**config.mk**
```make
export PLATFORM = sky130hd
export DESIGN_NAME = alu_seq
export DESIGN_NICKNAME = d
export VERILOG_FILES = /design/src/rtl/alu_seq_pkg.sv /design/src/rtl/alu_adder.sv /design/src/rtl/alu_seq.sv
export SDC_FILE = /design/constraint.sdc
export NUM_CORES = 1
export LEC_CHECK = 0
export CAP_MARGIN = 15
export CORE_UTILIZATION = 30
export CTS_CLUSTER_DIAMETER = 50
export DETAILED_ROUTE_END_ITERATION = 8
export GPL_ROUTABILITY_DRIVEN = 0
export PLACE_DENSITY_LB_ADDON = 0.12
export SYNTH_ARGS = -nofsm -noshare
export SYNTH_HDL_FRONTEND = slang
export SYNTH_SLANG_ARGS = --single-unit
```
**constraint.sdc**
```tcl
create_clock -name clk -period 12.6 [get_ports clk]
set_input_delay 1.26 -clock clk [delete_from_list [all_inputs] [get_ports clk]]
set_output_delay 1.26 -clock clk [all_outputs]
set_load 0.01 [all_outputs]
```
**src/rtl/alu_seq_pkg.sv**
```systemverilog
// Shared op-code and state definitions for the sequential ALU.
package alu_seq_pkg;

  localparam logic [2:0] OP_ADD = 3'd0;
  localparam logic [2:0] OP_SUB = 3'd1;
  localparam logic [2:0] OP_AND = 3'd2;
  localparam logic [2:0] OP_OR  = 3'd3;
  localparam logic [2:0] OP_XOR = 3'd4;
  localparam logic [2:0] OP_SHL = 3'd5;
  localparam logic [2:0] OP_SHR = 3'd6;
  localparam logic [2:0] OP_MUL = 3'd7;

  typedef enum logic {
    ST_IDLE = 1'b0,
    ST_MUL  = 1'b1
  } state_e;

endpackage : alu_seq_pkg

```
**src/rtl/alu_adder.sv**
```systemverilog
// WIDTH-bit ripple adder exposing carry out and the carry into the MSB (for signed overflow).
module alu_adder #(
  parameter int unsigned WIDTH = 8
) (
  input  logic [WIDTH-1:0] a_i,
  input  logic [WIDTH-1:0] b_i,
  input  logic             cin_i,
  output logic [WIDTH-1:0] sum_c_o,
  output logic             cout_c_o,
  output logic             c_msb_c_o
);

  logic [WIDTH-1:0] lo_sum;
  logic [1:0]       hi_sum;

  // Split at the MSB so the carry into it is visible.
  always_comb begin
    lo_sum    = WIDTH'(a_i[WIDTH-2:0]) + WIDTH'(b_i[WIDTH-2:0]) + WIDTH'(cin_i);
    c_msb_c_o = lo_sum[WIDTH-1];
    hi_sum    = 2'(a_i[WIDTH-1]) + 2'(b_i[WIDTH-1]) + 2'(c_msb_c_o);
    sum_c_o   = {hi_sum[0], lo_sum[WIDTH-2:0]};
    cout_c_o  = hi_sum[1];
  end

endmodule : alu_adder

```
**src/rtl/alu_seq.sv**
```systemverilog
// Accumulator ALU with single-cycle ops and a WIDTH-cycle shift-add unsigned multiply.
module alu_seq
  import alu_seq_pkg::*;
#(
  parameter int unsigned WIDTH = 8
) (
  input  logic             clk,
  input  logic             rst_n,
  input  logic [WIDTH-1:0] in_data,
  input  logic             cin,
  input  logic [2:0]       op,
  input  logic             lock_in_data,
  input  logic             lock_out_data,
  output logic [WIDTH-1:0] out_data,
  output logic [WIDTH-1:0] out_hi,
  output logic             cout,
  output logic             zero,
  output logic             ovf,
  output logic             busy,
  output logic             done
);

  localparam int unsigned CNT_W = $clog2(WIDTH + 1);
  localparam int unsigned PW    = 2 * WIDTH;

  state_e           state_q;
  logic [WIDTH-1:0] a_q, mcand_q, mpl_q;
  logic [PW-1:0]    prod_q;
  logic [CNT_W-1:0] cnt_q;
  logic [WIDTH-1:0] out_data_q, out_hi_q;
  logic             cout_q, zero_q, ovf_q, busy_q, done_q;

  logic [WIDTH-1:0] add_a, add_b, add_sum;
  logic             add_cin, add_cout, add_cmsb;
  logic [WIDTH-1:0] res_d;
  logic             res_cout_d, res_ovf_d;
  logic [PW-1:0]    prod_d;
  logic             mul_last;

  // One adder serves ADD/SUB in IDLE and the partial-product add in MUL.
  always_comb begin
    add_a   = a_q;
    add_b   = in_data;
    add_cin = 1'b0;
    if (state_q == ST_MUL) begin
      add_a = prod_q[PW-1:WIDTH];
      add_b = mpl_q[0] ? mcand_q : '0;
    end else if (op == OP_SUB) begin
      add_b   = ~in_data;
      add_cin = 1'b1;
    end else if (op == OP_ADD) begin
      add_cin = cin;
    end
  end

  alu_adder #(.WIDTH(WIDTH)) u_adder (
    .a_i       (add_a),
    .b_i       (add_b),
    .cin_i     (add_cin),
    .sum_c_o   (add_sum),
    .cout_c_o  (add_cout),
    .c_msb_c_o (add_cmsb)
  );

  always_comb begin
    res_d      = add_sum;
    res_cout_d = 1'b0;
    res_ovf_d  = 1'b0;
    case (op)
      OP_ADD, OP_SUB: begin
        res_cout_d = add_cout;
        res_ovf_d  = add_cout ^ add_cmsb;
      end
      OP_AND: res_d = a_q & in_data;
      OP_OR:  res_d = a_q | in_data;
      OP_XOR: res_d = a_q ^ in_data;
      OP_SHL: begin
        res_d      = {a_q[WIDTH-2:0], cin};
        res_cout_d = a_q[WIDTH-1];
      end
      OP_SHR: begin
        res_d      = {cin, a_q[WIDTH-1:1]};
        res_cout_d = a_q[0];
      end
      default: res_d = add_sum;
    endcase
  end

  // Add into the upper half, then shift the whole product right with the carry.
  assign prod_d   = {add_cout, add_sum, prod_q[WIDTH-1:1]};
  assign mul_last = (cnt_q == CNT_W'(WIDTH - 1));

  always_ff @(posedge clk) begin
    if (!rst_n) begin
      state_q    <= ST_IDLE;
      a_q        <= '0;
      mcand_q    <= '0;
      mpl_q      <= '0;
      prod_q     <= '0;
      cnt_q      <= '0;
      out_data_q <= '0;
      out_hi_q   <= '0;
      cout_q     <= 1'b0;
      zero_q     <= 1'b0;
      ovf_q      <= 1'b0;
      busy_q     <= 1'b0;
      done_q     <= 1'b0;
    end else begin
      done_q <= 1'b0;
      case (state_q)
        ST_IDLE: begin
          if (lock_in_data) a_q <= in_data;
          if (lock_out_data) begin
            if (op == OP_MUL) begin
              mcand_q <= a_q;
              mpl_q   <= in_data;
              prod_q  <= '0;
              cnt_q   <= '0;
              busy_q  <= 1'b1;
              state_q <= ST_MUL;
            end else begin
              out_data_q <= res_d;
              out_hi_q   <= '0;
              cout_q     <= res_cout_d;
              zero_q     <= (res_d == '0);
              ovf_q      <= res_ovf_d;
            end
          end
        end
        ST_MUL: begin
          prod_q <= prod_d;
          mpl_q  <= mpl_q >> 1;
          cnt_q  <= cnt_q + CNT_W'(1);
          if (mul_last) begin
            out_data_q <= prod_d[WIDTH-1:0];
            out_hi_q   <= prod_d[PW-1:WIDTH];
            zero_q     <= (prod_d == '0);
            cout_q     <= 1'b0;
            ovf_q      <= 1'b0;
            done_q     <= 1'b1;
            busy_q     <= 1'b0;
            state_q    <= ST_IDLE;
          end
        end
        default: state_q <= ST_IDLE;
      endcase
    end
  end

  assign out_data = out_data_q;
  assign out_hi   = out_hi_q;
  assign cout     = cout_q;
  assign zero     = zero_q;
  assign ovf      = ovf_q;
  assign busy     = busy_q;
  assign done     = done_q;

endmodule : alu_seq
```
==> metrics.txt <==
GR Overflow Total 0; clock transition at the registers of the reported paths 50 ps; Max VDD drop roughly 0.094 mV; library cells used by synthesis between 60 and 70; Layout Skew 5.23 ps; first-pass GRT wire length between 15000 and 20000 µm; antenna-violating nets left 0; Max Slew Vio Count 0; cell mode on critical path o21ai_0; vias in the first global route 3193; Synth area leader dfxtp_1; # DRC 0; Seq/Total Area, Yosys between 30% and 40%; # IOs 37; Arr. time, crit path around 6300 ps; CP delay by family, top simple AND/OR/NAND/NOR gates; final count of hold timing violations 0; syn nets between 500 and 600; DR iter-0 viols between 200 and 300; CP Max Fanout 26; crit-path cells clkdlybuf4s50_1 > nor2_1 > and2_1 > xnor2_1 > o21ai_0 > fa_1 > a211o_1 > a311oi_1 > o21ai_0 > a21oi_1 > fa_1 > or4bb_1 > nor2_1 > nand4_1 > nor4_1 > o21ai_0 > o41ai_2; Core Util, Final a little over a third; Die Wd 115 µm; share of the synthesized area in the top cell type about 34%; setup TNS 0 ps; CTS H-tree depth 3; largest net degree at the start of global routing 74; most frequent cell after synthesis dfxtp_1; wirelength, routed between 10000 and 15000 µm; die area around 0.013 mm²; CTS Hold Buffers Added 0; syn_area_per_cell about 8 µm²; Pre-antenna DRT Iters 5; Post-CTS Setup Bufs 0; PortBufs 36; Max-slew headroom a little over a quarter; RSZ-0062 raised after global routing no; cells after synthesis 482; combined area of the multi-input logic cells ~0.0023 mm²; chip height approximately 120 µm; fmax about 170 MHz; Core Rows 41; synth cell count leaders 65 x dfxtp_1, 62 x nor2_1, 55 x nand2_1; synth top area cells dfxtp_1 34%, ha_1 7.8%, nor2_1 6.0%, a21oi_1 5.5%, nand2_1 5.4%; crit path time final 6050 ps; Design Area, Final between 0.004 and 0.005 mm²; Antenna Cells 0; # setup viols final 0; final critical-path share of the clock period 48.1%; pwr dens roughly 120 mW/mm²; leakage power 0.00170 µW; outcome complete, no violations; Ys Warns 0; Synth async-reset ratio 0%; number of instances in the placed design ~660; CTS tree built; FILL cells 1355; slowest stage cell on the critical path clkdlybuf4s50_1; clock root buffer clkbuf_16; DR vias about 3500; layout cells sized above 1 a little under 7%; flop and latch count out of synthesis 65; max incr delay on CP ~840 ps; nets@finish between 500 and 600; initial antenna violation count 0; area grow syn2layout 17.8%; Avg WL per Cell 16.7 µm; Via density between 5 and 6; crit path buf inv count 1; hpwl dp about 8500 µm; Final Instance Count excl. Fillers 676; area of placed instances 0.00428 mm²; core area roughly 0.013 mm²; ys flop type dfxtp_1; Setup Crit Path Kind input port to flop; CTS sink cnt between 60 and 70; crit end category flop; synthesized cell area roughly 0.0039 mm²; Worst-Skew Late Latency about 320 ps; initial core utilization 30.7%; Num CTS Buffers 9; Hold Crit Class flop to flop; Post-synth EDFFs 0; worst slew pin tran between 1000 and 1500 ps; WP data required 12830 ps; Max-cap violations 0; Global Route Usage Sum around 18%; startpoint types input port; post-CTS resize count 0; Bufs on Longest Clock Path 2; final hold slack roughly 450 ps; Register Area 0.00130 mm²
cells by family after synthesis:
| logic type | count (synthesis) | synth area share (%) |
|---|---|---|
| AO/OA/AOI/OAI | 137 | 23.4 |
| XOR/XNOR | 12 | 2.73 |
| adder cells (fa/ha/maj) | 27 | 9.35 |
| buffers and inverters | 59 | 7.53 |
| flip-flops | 65 | 33.8 |
| multiplexers | 14 | 3.73 |
| AND/OR/NAND/NOR | 168 | 19.5 |
worst reg2reg max path: cells and delay by family, from the launching register on:
family / cells / cell delay [ps]
compound gates: 7 / 1650
fa+ha+maj: 2 / 830
buf+inv: 1 / 550
flops: 1 / 300
simple gates: 4 / 910
metrics by stage:
step	total power [µW]	worst slack, ps
6_report	552	6550
3_5_place_dp	333	6220
5_1_grt	577	6130
4_1_cts	560	6570
3_3_place_gp	332	6350
2_1_floorplan	295	7630
report_power, final:
part	total, µW	leakage, µW	internal (µW)	switching (µW)
logic	111	0.00105	43.2	67.9
registers	218	0.000528	213	5.35
clock network	223	0.000129	142	80.9
total	552	0.00170	397	154
cell usage in the layout, fill, tap and decap left out, types with 3 or more instances in the layout:
cell type	instances
a211oi_1	4
nor4_1	3
xnor2_1	9
mux2i_1	11
ha_1	24
inv_1	25
clkbuf_16	9
mux2_2	3
a21oi_1	41
fa_1	3
or3_1	3
dfxtp_1	64
nand2_1	55
clkdlybuf4s50_1	36
nor2b_1	4
buf_4	4
nand3_1	18
and2_1	4
a222oi_1	8
o21ai_0	33
o21ai_1	3
nand2b_1	4
clkbuf_1	3
nor2_1	62
o22ai_1	9
xor2_1	3
a22oi_1	14
per-layer routing:
metal	vias up	routed length (µm)	global-route usage (%)
met3	10	452	3.85
met5	-	0	0
li1	1737	-	-
met2	88	5350	28.8
met4	0	153	5.37
met1	1655	5330	23.3
registers in the layout, summed over array words and instances (netlist names), 4 cells and up:
signal and flops:
prod_q 15, a_q 8, out_data 8, mcand_q 8, cnt_q 4, out_hi 8
mpl_q 8
area by class of cell:
type / count / share of cell area [%]
clock buffer: 14 / 5.81
multi-input combinational: 358 / 49.9
inverter: 27 / 2.23
timing repair buffer: 40 / 8.60
sequential: 65 / 28.7
tap: 172 / 4.74
worst paths after layout:
kind	start	end	slack (ps)	depth (start not counted)
worst min register to register	out_hi[0]	out_hi[0]	450	2
worst min-delay path	out_hi[0]	out_hi[0]	450	2
worst max register to register	state_q	zero	8260	14
worst max-delay path	op[2]	zero	6550	17
Note: power is estimated with default switching activity, not from simulation.
